**src/rtl/serial_mag_comp_if.sv**
```systemverilog
// Handshake and result bundle for the bit-serial magnitude comparator.
// The master side issues start with operands; the slave side reports status and result.
interface serial_mag_comp_if #(
    parameter int WIDTH = 8
);
    logic             start;
    logic [WIDTH-1:0] a;
    logic [WIDTH-1:0] b;
    logic             busy;
    logic             done;
    logic             greater;
    logic             less;
    logic             equal;

    modport master (
        output start, a, b,
        input  busy, done, greater, less, equal
    );

    modport slave (
        input  start, a, b,
        output busy, done, greater, less, equal
    );
endinterface

```
**src/rtl/serial_mag_comp.sv**
```systemverilog
// Bit-serial WIDTH-bit magnitude comparator: walks the operands MSB-first through a
// 1-bit compare cell and stops at the first differing bit.

module meg_comp (
    input  logic a,
    input  logic b,
    output logic greater,
    output logic less,
    output logic equal
);
    assign greater = a & ~b;
    assign less    = ~a & b;
    assign equal   = ~(a ^ b);
endmodule

module serial_mag_comp #(
    parameter int WIDTH = 8
) (
    input  logic               clk,
    input  logic               rst,
    serial_mag_comp_if.slave   bus
);
    localparam int CW = $clog2(WIDTH);

    typedef enum logic [1:0] {
        IDLE,
        SHIFT,
        DONE
    } state_t;

    state_t           state;
    state_t           state_nxt;
    logic [WIDTH-1:0] sh_a;
    logic [WIDTH-1:0] sh_b;
    logic [CW-1:0]    cnt;
    logic             cell_gt;
    logic             cell_lt;
    logic             cell_eq;
    logic             res_gt;
    logic             res_lt;
    logic             res_eq;
    logic             decided;

    meg_comp u_cell (
        .a       (sh_a[WIDTH-1]),
        .b       (sh_b[WIDTH-1]),
        .greater (cell_gt),
        .less    (cell_lt),
        .equal   (cell_eq)
    );

    // The walk ends on a differing bit, or on a matching LSB (cnt tested before any decrement).
    assign decided = cell_gt | cell_lt | (cell_eq && cnt == '0);

    // NOTE: sequential state uses non-blocking assignments so every register samples pre-edge values.
    always_ff @(posedge clk or posedge rst) begin
        if (rst) state <= IDLE;
        else     state <= state_nxt;
    end

    // NOTE: next-state gets a default before the case so no path leaves it unassigned (no latch).
    always_comb begin
        state_nxt = state;
        unique case (state)
            IDLE:    if (bus.start) state_nxt = SHIFT;
            SHIFT:   if (decided)   state_nxt = DONE;
            DONE:    state_nxt = IDLE;
            default: state_nxt = IDLE;
        endcase
    end

    always_ff @(posedge clk or posedge rst) begin
        if (rst) begin
            sh_a   <= '0;
            sh_b   <= '0;
            cnt    <= '0;
            res_gt <= 1'b0;
            res_lt <= 1'b0;
            res_eq <= 1'b0;
        end else begin
            case (state)
                IDLE: begin
                    if (bus.start) begin
                        sh_a <= bus.a;
                        sh_b <= bus.b;
                        cnt  <= CW'(WIDTH - 1);
                    end
                end
                SHIFT: begin
                    if (decided) begin
                        // Cell outputs are one-hot, so they load the result directly.
                        res_gt <= cell_gt;
                        res_lt <= cell_lt;
                        res_eq <= cell_eq;
                    end else begin
                        sh_a <= {sh_a[WIDTH-2:0], 1'b0};
                        sh_b <= {sh_b[WIDTH-2:0], 1'b0};
                        cnt  <= cnt - CW'(1);
                    end
                end
                default: ;
            endcase
        end
    end

    assign bus.busy    = (state != IDLE);
    assign bus.done    = (state == DONE);
    assign bus.greater = res_gt;
    assign bus.less    = res_lt;
    assign bus.equal   = res_eq;
endmodule
```
**src/flat_wrapper.sv**
```systemverilog
// flat-port wrapper written by rule: the top's interface ports become plain ports
module serial_mag_comp_flat 
#(
    parameter int WIDTH = 8
)
  (clk, rst, bus_start, bus_a, bus_b, bus_busy, bus_done, bus_greater, bus_less, bus_equal);
  serial_mag_comp_if #(.WIDTH(WIDTH)) bus_i ();
  input  logic clk;
  input  logic rst;
  input wire logic [$bits(bus_i.start)-1:0] bus_start;
  input wire logic [$bits(bus_i.a)-1:0] bus_a;
  input wire logic [$bits(bus_i.b)-1:0] bus_b;
  output wire logic [$bits(bus_i.busy)-1:0] bus_busy;
  output wire logic [$bits(bus_i.done)-1:0] bus_done;
  output wire logic [$bits(bus_i.greater)-1:0] bus_greater;
  output wire logic [$bits(bus_i.less)-1:0] bus_less;
  output wire logic [$bits(bus_i.equal)-1:0] bus_equal;
  assign bus_i.start = bus_start;
  assign bus_i.a = bus_a;
  assign bus_i.b = bus_b;
  assign bus_busy = bus_i.busy;
  assign bus_done = bus_i.done;
  assign bus_greater = bus_i.greater;
  assign bus_less = bus_i.less;
  assign bus_equal = bus_i.equal;
  serial_mag_comp #(.WIDTH(WIDTH)) u_core (.clk(clk), .rst(rst), .bus(bus_i));
endmodule
```
**config.mk**
```make
export PLATFORM = sky130hd
export DESIGN_NAME = serial_mag_comp_flat
export DESIGN_NICKNAME = d
export VERILOG_FILES = /design/src/rtl/serial_mag_comp_if.sv /design/src/rtl/serial_mag_comp.sv /design/src/flat_wrapper.sv
export SDC_FILE = /design/constraint.sdc
export NUM_CORES = 1
export LEC_CHECK = 0
export ABC_AREA = 1
export CAP_MARGIN = 15
export CORE_UTILIZATION = 40
export CTS_BUF_LIST = sky130_fd_sc_hd__clkbuf_4 sky130_fd_sc_hd__clkbuf_8
export DETAILED_ROUTE_END_ITERATION = 10
export MAX_ROUTING_LAYER = met4
export PLACE_DENSITY = 0.7
export SLEW_MARGIN = 10
export SYNTH_ARGS = -nofsm -noshare
export SYNTH_HDL_FRONTEND = slang
export SYNTH_SLANG_ARGS = --single-unit
```
**constraint.sdc**
```tcl
create_clock -name clk -period 1.9 [get_ports clk]
set_clock_uncertainty 0.15 [all_clocks]
set_input_delay 0.285 -clock clk [delete_from_list [all_inputs] [get_ports clk]]
set_output_delay 0.285 -clock clk [all_outputs]
set_load 0.02 [all_outputs]
```
==> results_tabular.tex <==
\begin{tabular}{lr}
\hline
Metric & Value \\
\hline
\multicolumn{2}{l}{\textbf{Setup path}} \\
\quad Critical Path Fanout Max & 18 \\
\quad Required @ worst endpoint & 1.98 ns \\
\quad Register-to-register setup slack & 0.09 ns \\
\quad Worst setup path category & reg2reg \\
\quad Arr. time, crit path & 1.90 ns \\
\quad Reg2Reg Launch Point & u\_core.cnt[0] \\
\quad Register-to-Register Path Depth & 8 \\
\quad Crit path capture type & flip-flop \\
\quad Startpoint Class & flip-flop \\
\quad Worst reg2reg endpoint & u\_core.sh\_b[1] \\
\multicolumn{2}{l}{\textbf{Logic synthesis}} \\
\quad Flops \& latches, synth & 24 \\
\quad Synth area leaders & dfrtp\_1 (43\%), nand2\_1 (21\%), nand3\_1 (8.3\%) \\
\quad Synthesized netlist net count & 191 \\
\quad Avg Cell Area, Syn & between 8 and 9 sq um \\
\quad Mapped cell area & $\sim$1400 sq um \\
\quad Area share of the leading cell type in the synthesized netlist & 43.48\% \\
\quad Distinct cells, synth & 16 \\
\quad Cell type with the largest total area after synthesis & dfrtp\_1 \\
\quad YS warnings & 0 \\
\quad Proportion of synthesized chip area in sequential cells & 43.48\% \\
\quad Gate Count Post-Synth & around 170 \\
\multicolumn{2}{l}{\textbf{Floorplanning}} \\
\quad Die boundary width & 60.77 um \\
\quad Die outline height & 60.77 um \\
\quad Placement row count & 20 \\
\quad Full die area & 3692 sq um \\
\quad Ports placed on the boundary & 24 \\
\quad Effective utilization at floorplan & around 44\% \\
\quad Placeable core region & approximately 3200 sq um \\
\multicolumn{2}{l}{\textbf{Pwr}} \\
\quad Power per standard cell area & 1642 nW/um\^{}2 \\
\quad Maximum ir drop on the vdd rail & 0.0006649 V \\
\quad Final Total Pwr & around 2800 uW \\
\quad Leakage component of the power & 0.0009135 uW \\
\multicolumn{2}{l}{\textbf{Routing}} \\
\quad Number of optimization iterations in the first detailed-route pass & 4 \\
\quad Initial detailed-routing violation count & between 50 and 60 \\
\quad DRC errors left & 0 \\
\quad Final wirelength & 2.724 mm \\
\quad DRT antenna net count & 0 \\
\quad Number of vias per cell & roughly 4.8 \\
\quad Vias & 1,134 \\
\quad Detail-routed net length per standard cell & 11.45 um \\
\multicolumn{2}{l}{\textbf{Layout}} \\
\quad Final Net Count & around 220 \\
\quad Leading cell types in the layout, fill and taps excluded & nand2\_1 (76), nand3\_1 (23), dfrtp\_1 (23) \\
\quad Number of antenna cells inserted & 0 \\
\quad Most common cell after layout, fill and taps aside & nand2\_1 \\
\quad Area Overhead vs Synth & 23.82\% \\
\quad Share of final-layout standard cells stronger than drive strength 1 & 17.01\% \\
\multicolumn{2}{l}{\textbf{Clock tree}} \\
\quad Clock slew at reported path FFs & between 0.1 and 0.15 ns \\
\quad Latest clock arrival within the worst-skew pair & 0.33 ns \\
\quad Htree depth & 1 \\
\quad Number of buffers inserted during clock tree synthesis & 3 \\
\quad TritonCTS clock tree & yes \\
\quad Maximum root-to-sink buffer count & 2 \\
\quad Clk root buf & clkbuf\_4 \\
\quad Total number of clock tree sinks & 24 \\
\multicolumn{2}{l}{\textbf{Global route}} \\
\quad Tot GR Track Use & 18.36\% \\
\quad Global route overflow & 0 \\
\quad Largest net degree at the start of global routing & 25 \\
\quad Via count of the first global-routing pass & $\sim$1.1k \\
\quad Wire length of the first global-routing pass & 4.802 mm \\
\quad Antenna violations before repair & 0 \\
\multicolumn{2}{l}{\textbf{Timing}} \\
\quad Headroom to the max-slew limit & around 80\% \\
\quad Share of the clock period used by the worst path & 95.48\% \\
\quad Highest achievable clock rate & about 550 MHz \\
\quad Setup repair after global routing missed its margin & no \\
\quad Slew @ Worst Pin & slightly above 0.3 ns \\
\quad Count of endpoints failing hold in the final timing report & 0 \\
\quad Endpoints failing setup & 0 \\
\quad Shortest clock period the worst path allows after layout & between 1.5 and 2 ns \\
\quad Hold slack final & 0.1353 ns \\
\quad Setup TNS & 0 ns \\
\quad Count of pins over their slew limit & 0 \\
\multicolumn{2}{l}{\textbf{Flow run}} \\
\quad Max-capacitance violation count & 0 \\
\multicolumn{2}{l}{\textbf{Placed design}} \\
\quad Detailed Place HPWL & 1.946 mm \\
\quad Port-buffer cells & 23 \\
\quad Final GP Congestion & 0.7906 \\
\multicolumn{2}{l}{\textbf{Hold path}} \\
\quad Worst min-delay path class & in2async \\
\multicolumn{2}{l}{\textbf{Outcome}} \\
\quad Run status & completed \\
\hline
\end{tabular}
[critical path, stage by stage (launching register included)]
cell and delay, ns:
dfrtp_1 0.41, inv_1 0.06, ha_1 0.19, ha_1 0.18, nor2_2 0.19, nand2_4 0.21, buf_4 0.22, nand3_2 0.05
nand2_1 0.06
[how the worst max path moves through the flow]
| stage | cells after the start | end | slack (ns) | startpoint |
|---|---|---|---|---|
| 5_1_grt | 8 | u_core.sh_b[1] | 0.02 | u_core.cnt[0] |
| 2_1_floorplan | 9 | u_core.cnt[0] | 0.26 | u_core.cnt[0] |
| 3_3_place_gp | 8 | u_core.sh_b[3] | 0.18 | u_core.cnt[0] |
| 6_report | 8 | u_core.sh_b[1] | 0.09 | u_core.cnt[0] |
| 4_1_cts | 3 | bus_done | 0.02 | u_core.state[0] |
| 3_5_place_dp | 8 | u_core.sh_a[5] | 0.12 | u_core.cnt[0] |
[metal layers]
layer	track usage, %	share of wire, %
met4	4.870	1.2
met1	22.73	49
met5	-	0
met2	29.98	46
met3	4.478	3.9
[flip-flops by register name (all words and copies together), names as in the netlist]
name / count
u_core.sh_a: 8
u_core.sh_b: 8
u_core.cnt: 3
u_core.state: 2
u_core.bus.equal: 1
u_core.bus.greater: 1
u_core.bus.less: 1
[final cells by class]
class	count	area [sq um]
clock buffers	3	22.52
clock inverters	1	30.03
fillers	319	1443
inverters	11	46.29
multi-input cells	124	658.1
flip-flops and latches	24	601.8
well taps	44	55.05
repair buffers	31	296.5
[Yosys cell counts, drive strengths merged]
cell type / n
ha: 4
inv: 11
dfrtp: 24
nand3: 34
nand2: 79
nor2: 7
buf: 9
[power by group]
group          internal (uW)  switching [uW]
sequential               756             159
combinational            588             927
clock                    214             164
total                   1560            1250
[per-stage QoR]
step           setup WS (ns)  cells  cell area [sq um]  util (%)
3_5_place_dp          0.1165    233               1647     52.22
4_1_cts              0.01812    238               1705     54.09
6_report             0.08589    238               1710     54.25
5_1_grt              0.01504    238               1710     54.25
3_3_place_gp          0.1821    233               1647     52.22
2_1_floorplan         0.2553    168               1381         -
[cells by family (layout without fill, tap and decap cells)]
kind of cell	after synthesis	after routing	synth area share, %
simple gates	120	120	43.39
flops	24	24	43.48
buf+inv	20	46	9.510
fa+ha+maj	4	4	3.623
[timing repair]
| action | CTS | global route |
|---|---|---|
| pin swaps | 0 | 0 |
| setup buffers | 1 | 0 |
| cloned | 0 | 0 |
| resized for setup | 3 | 3 |
| hold buffers | 0 | 0 |
| endpoints found under the hold margin | 0 | 0 |
| endpoints found under the setup margin | 2 | 14 |
(Power assumes the default switching activity.)
==> edit 1: new RTL, same flow settings <==
The 3 states of `state_t` get a one-hot encoding in 3 bits.
--- a/src/rtl/serial_mag_comp.sv
+++ b/src/rtl/serial_mag_comp.sv
@@ -22,10 +22,10 @@
 );
     localparam int CW = $clog2(WIDTH);
 
-    typedef enum logic [1:0] {
-        IDLE,
-        SHIFT,
-        DONE
+    typedef enum logic [2:0] {
+        IDLE  = 3'b001,
+        SHIFT = 3'b010,
+        DONE  = 3'b100
     } state_t;
 
     state_t           state;
Check against the original RTL: same outputs for any inputs over 10 cycles, from zero or initial values and one cycle with rst high; not proved beyond that.
==> edit 1 against the original RTL <==
Utilization shrank 0.86 points; sequential cell count rose by 1; via count is 3.7% higher; area after synthesis rose by 0.18%; power decreased by 14%; clock power is 34% lower; worst setup slack improved by 0.051 ns; wire length up 4.1%; cell area decreased by 0.80%; cell count is 2.9% higher; critical path type is now reg2out.
==> edit 1: results (changes against the original RTL) <==
Global route
  – Grt met1 use: 22.2% (was 22.7%)
  – Met3 usage: 3.20% (was 4.48%)
  – Vias in the first global route: 1126 (was 1108)
  – Pin count of the biggest net entering global routing: 26 (was 25)
  – Global-route wire length before repair: 4890 um (was 4800 um)
  – GRT Util Overall: 18.3% (was 18.4%)
  – M2 GR Usage: 31.1% (was 30.0%)
  – Initial antenna violation count: 0 (unchanged)

Final layout
  – Share of layout cells above drive strength 1: 15.4% (was 17.0%)
  – Top Registers: u_core.sh_a (8), u_core.sh_b (8) (was u_core.sh_a (8), u_core.sh_b (8), u_core.cnt (3))

Logic synthesis
  – Adder-cell share of the synthesized area: 3.62% (about the same)
  – Cell variety after synth: 17 (was 16)
  – Synth top area cells: dfrtp_1 43%, nand2_1 21%, nand3_1 8.7% (was dfrtp_1 43%, nand2_1 21%, nand3_1 8.3%)
  – Synth Net Count: 199 (was 191)
  – Commonest cells post-synth: 79 x nand2_1, 24 x dfrtp_1, 24 x nand3_1 (was 76 x nand2_1, 24 x dfrtp_1, 23 x nand3_1)
  – Seq/Total Area, Yosys: 45.3% (was 43.5%)

Critical path
  – Crit path to: bus_busy (was u_core.sh_b[1]$_DFFE_PP0P_)
  – Endpoint of the worst register-to-register path: u_core.cnt[1]$_DFFE_PP0P_ (was u_core.sh_b[1]$_DFFE_PP0P_)
  – Worst-path maximum fanout: 4 (was 18)
  – Crit. Startpoint: u_core.state[0]$_DFFE_PP1P_ (was u_core.cnt[0]$_DFFE_PP0P_)
  – Worst R2R Setup Slack: 0.16 ns (was 0.09 ns)
  – R2R depth: 9 (was 8)

Placement
  – RePlAce Congestion: 0.734 (was 0.791)
  – DP HPWL: 1930 um (was 1950 um)

Timing
  – Worst hold slack: 0.160 ns (was 0.135 ns)
  – Worst slew margin: 78.4% (was 79.5%)

Drt
  – Vias: 1176 (was 1134)
  – Number of DRC markers in iteration 0: 25 (was 52)

Power and ir drop
  – Largest vdd supply drop: 0.584 mV (was 0.665 mV)
  – Pleak: 0.920 nW (was 0.913 nW)

CTS
  – Post-CTS Setup Bufs: 0 (was 1)
  – Clk slew on worst S/H paths: 0.13 ns

Status
  – Outcome: complete, no violations (unchanged)
-- edit 1: cell count changes after synthesis, moves of 2 or more --
cell | before | now
buf_2 | 2 | 4
buf_4 | 2 | 4
buf_6 | 4 | 2
inv_2 | 0 | 4
inv_4 | 2 | 0
nand2_1 | 76 | 79
nand2_4 | 3 | 1
-- edit 1: cell type report --
type	count	area [um^2]
clock buffer	4	30.0
fill	327	1480
inverter	14	52.6
multi-input combinational	127	632
sequential	25	627
tap	44	55.1
timing repair buffer	31	300
-- edit 1: report_power, final --
group	switching (mW)	internal (mW)
sequential	0.166	0.791
clock	0.151	0.0962
combinational	0.714	0.500
total	1.03	1.39
-- edit 1: what timing repair did --
action,4_1_cts,5_1_grt
hold buffers,0,0
endpoints found under the setup margin,2,0
gates resized for setup,2,0
endpoints found under the hold margin,0,0
-- edit 1: stage by stage --
stage | total power [mW] | worst slack [ns] | instances | utilization [%] | area [um^2]
floorplan | 1.84 | 0.261 | 176 | - | 1380
global placement | 2.15 | 0.277 | 241 | 52.5 | 1670
detailed placement | 2.21 | 0.209 | 241 | 52.5 | 1670
CTS | 2.45 | 0.124 | 245 | 53.4 | 1700
global route | 2.66 | 0.0517 | 245 | 53.4 | 1700
finish | 2.42 | 0.137 | 245 | 53.4 | 1700
-- edit 1: worst max-delay path, cell delays in order, from the launching register on --
cell	delay, ns
dfstp_2	0.60
nand3_1	0.09
dlygate4sd2_1	0.32
-- edit 1: metal layers --
layer	wire, um	vias to the layer above
met1	1290	549
met2	1420	24
li1	-	601
met5	0	-
met4	27	0
met3	99	2
-- edit 1: logic make-up (layout without fill, tap and decap cells) --
kind of cell,Yosys count,after routing
and+or+nand+nor,123,123
adders and majority gates,4,4
DFF,25,25
buffers and inverters,24,49
==> edit 2: new RTL, same settings <==
Without the edit above. `WIDTH` is set to 8 in 3 places; all go to 4.
--- a/src/rtl/serial_mag_comp_if.sv
+++ b/src/rtl/serial_mag_comp_if.sv
@@ -1,7 +1,7 @@
 // Handshake and result bundle for the bit-serial magnitude comparator.
 // The master side issues start with operands; the slave side reports status and result.
 interface serial_mag_comp_if #(
-    parameter int WIDTH = 8
+    parameter int WIDTH = 4
 );
     logic             start;
     logic [WIDTH-1:0] a;
--- a/src/rtl/serial_mag_comp.sv
+++ b/src/rtl/serial_mag_comp.sv
@@ -14,7 +14,7 @@
 endmodule
 
 module serial_mag_comp #(
-    parameter int WIDTH = 8
+    parameter int WIDTH = 4
 ) (
     input  logic               clk,
     input  logic               rst,
--- a/src/flat_wrapper.sv
+++ b/src/flat_wrapper.sv
@@ -1,7 +1,7 @@
 // flat-port wrapper written by rule: the top's interface ports become plain ports
 module serial_mag_comp_flat 
 #(
-    parameter int WIDTH = 8
+    parameter int WIDTH = 4
 )
   (clk, rst, bus_start, bus_a, bus_b, bus_busy, bus_done, bus_greater, bus_less, bus_equal);
   serial_mag_comp_if #(.WIDTH(WIDTH)) bus_i ();
Interface: changed (resized bus_a and bus_b); port bits go from 24 to 16. No check against the original RTL was run, so the function may have changed too.
==> edit 2 against the original RTL <==
Sequential cell count down 9; area after synthesis down 37%; synthesized cell count down 41%; combinational power down 40%; power down 40%; hold slack better by 0.067 ns; non-clock buffer count down 15; largest power group unchanged; worst setup slack better by 0.10 ns; cell area down 38%; highest routed layer unchanged; first-iteration DRC count down 90%; critical path depth down 5; wire length down 46%.
==> edit 2: results (changes against the original RTL) <==
Critical path
  – Worst reg2reg startpoint: u_core.sh_a[3]$_DFFE_PP0P_ (was u_core.cnt[0]$_DFFE_PP0P_)
  – Max incr delay on CP: 0.44 ns (was 0.41 ns)
  – Family with the most delay on the worst path: buffers and inverters (was simple AND/OR/NAND/NOR gates)
  – Crit path DAT: 1.27 ns (was 1.90 ns)
  – Crit. Startpoint: u_core.state[1]$_DFFE_PP0P_ (was u_core.cnt[0]$_DFFE_PP0P_)

Final layout
  – Layout Nets: 131 (was 218)
  – Final instance area: 1060 um^2 (was 1710 um^2)
  – Top Registers: u_core.sh_a (4), u_core.sh_b (4) (was u_core.sh_a (8), u_core.sh_b (8), u_core.cnt (3))

Drt
  – First-pass iteration count of the detailed router: 2 (was 4)
  – DR WL/cell: 10.4 um (was 11.4 um)
  – Final WL: 1480 um (was 2720 um)
  – Met1 wire length: 656 um (was 1330 um)
  – Avg Vias per Cell: 4.69 (was 4.76)
  – DR WL met2: 726 um (was 1250 um)
  – Number of DRC markers in iteration 0: 5 (was 52)

Global route
  – Global-route wire length before repair: 2720 um (was 4800 um)
  – Met3 usage: 5.61% (was 4.48%)
  – Pin count of the biggest net entering global routing: 16 (was 25)
  – M2 GR Usage: 25.0% (was 30.0%)
  – GRT Util Overall: 15.8% (was 18.4%)

Power and ir drop
  – Clock Power Share: 11.8% (was 13.4%)

Logic synthesis
  – Commonest cells post-synth: 41 x nand2_1, 15 x dfrtp_1, 10 x nand3_2 (was 76 x nand2_1, 24 x dfrtp_1, 23 x nand3_1)
  – Post-synth top area share: 42.8% (was 43.5%)
  – Seq/Total Area, Yosys: 42.8% (was 43.5%)
  – Synth Net Count: 113 (was 191)
  – Cell variety after synth: 14 (was 16)

Timing
  – Worst slew margin: 60.1% (was 79.5%)
  – Minimum clock period: 1.71 ns (was 1.81 ns)

CTS
  – Clk slew on worst S/H paths: 0.09 ns (was 0.14 ns)
  – Clock Latency Late Sink: 0.29 ns (was 0.33 ns)

Placement
  – # port buffers: 15 (was 23)
  – Dpl cells: 139 (was 233)
  – Post-placement setup slack: 0.247 ns (was 0.116 ns)

Status
  – Outcome: complete, no violations (unchanged)
-- edit 2: cell count changes after synthesis, sizes merged --
| cell | before | now |
|---|---|---|
| nand2 | 79 | 44 |
| inv | 11 | 10 |
| ha | 4 | 3 |
| dfrtp | 24 | 15 |
| nand3 | 34 | 17 |
| buf | 9 | 3 |
-- edit 2: cell type report --
| class | instances | area (um^2) |
|---|---|---|
| flip-flops and latches | 15 | 375 |
| well taps | 27 | 33.8 |
| repair buffers | 16 | 155 |
| multi-input cells | 71 | 422 |
| fillers | 215 | 943 |
| inverters | 10 | 42.5 |
| clock buffers | 4 | 30.0 |
-- edit 2: repair_timing --
item,in CTS,in global routing
resized for setup,2,0
setup buffers,0,0
setup endpoints to repair,2,0
-- edit 2: cell families (layout without fill, tap and decap cells) --
family / count (synthesis) / in the layout / synth area share (%)
buffers and inverters: 13 / 30 / 9.13
adder cells (fa/ha/maj): 3 / 3 / 4.28
flip-flops: 15 / 15 / 42.8
AND/OR/NAND/NOR: 68 / 68 / 43.8
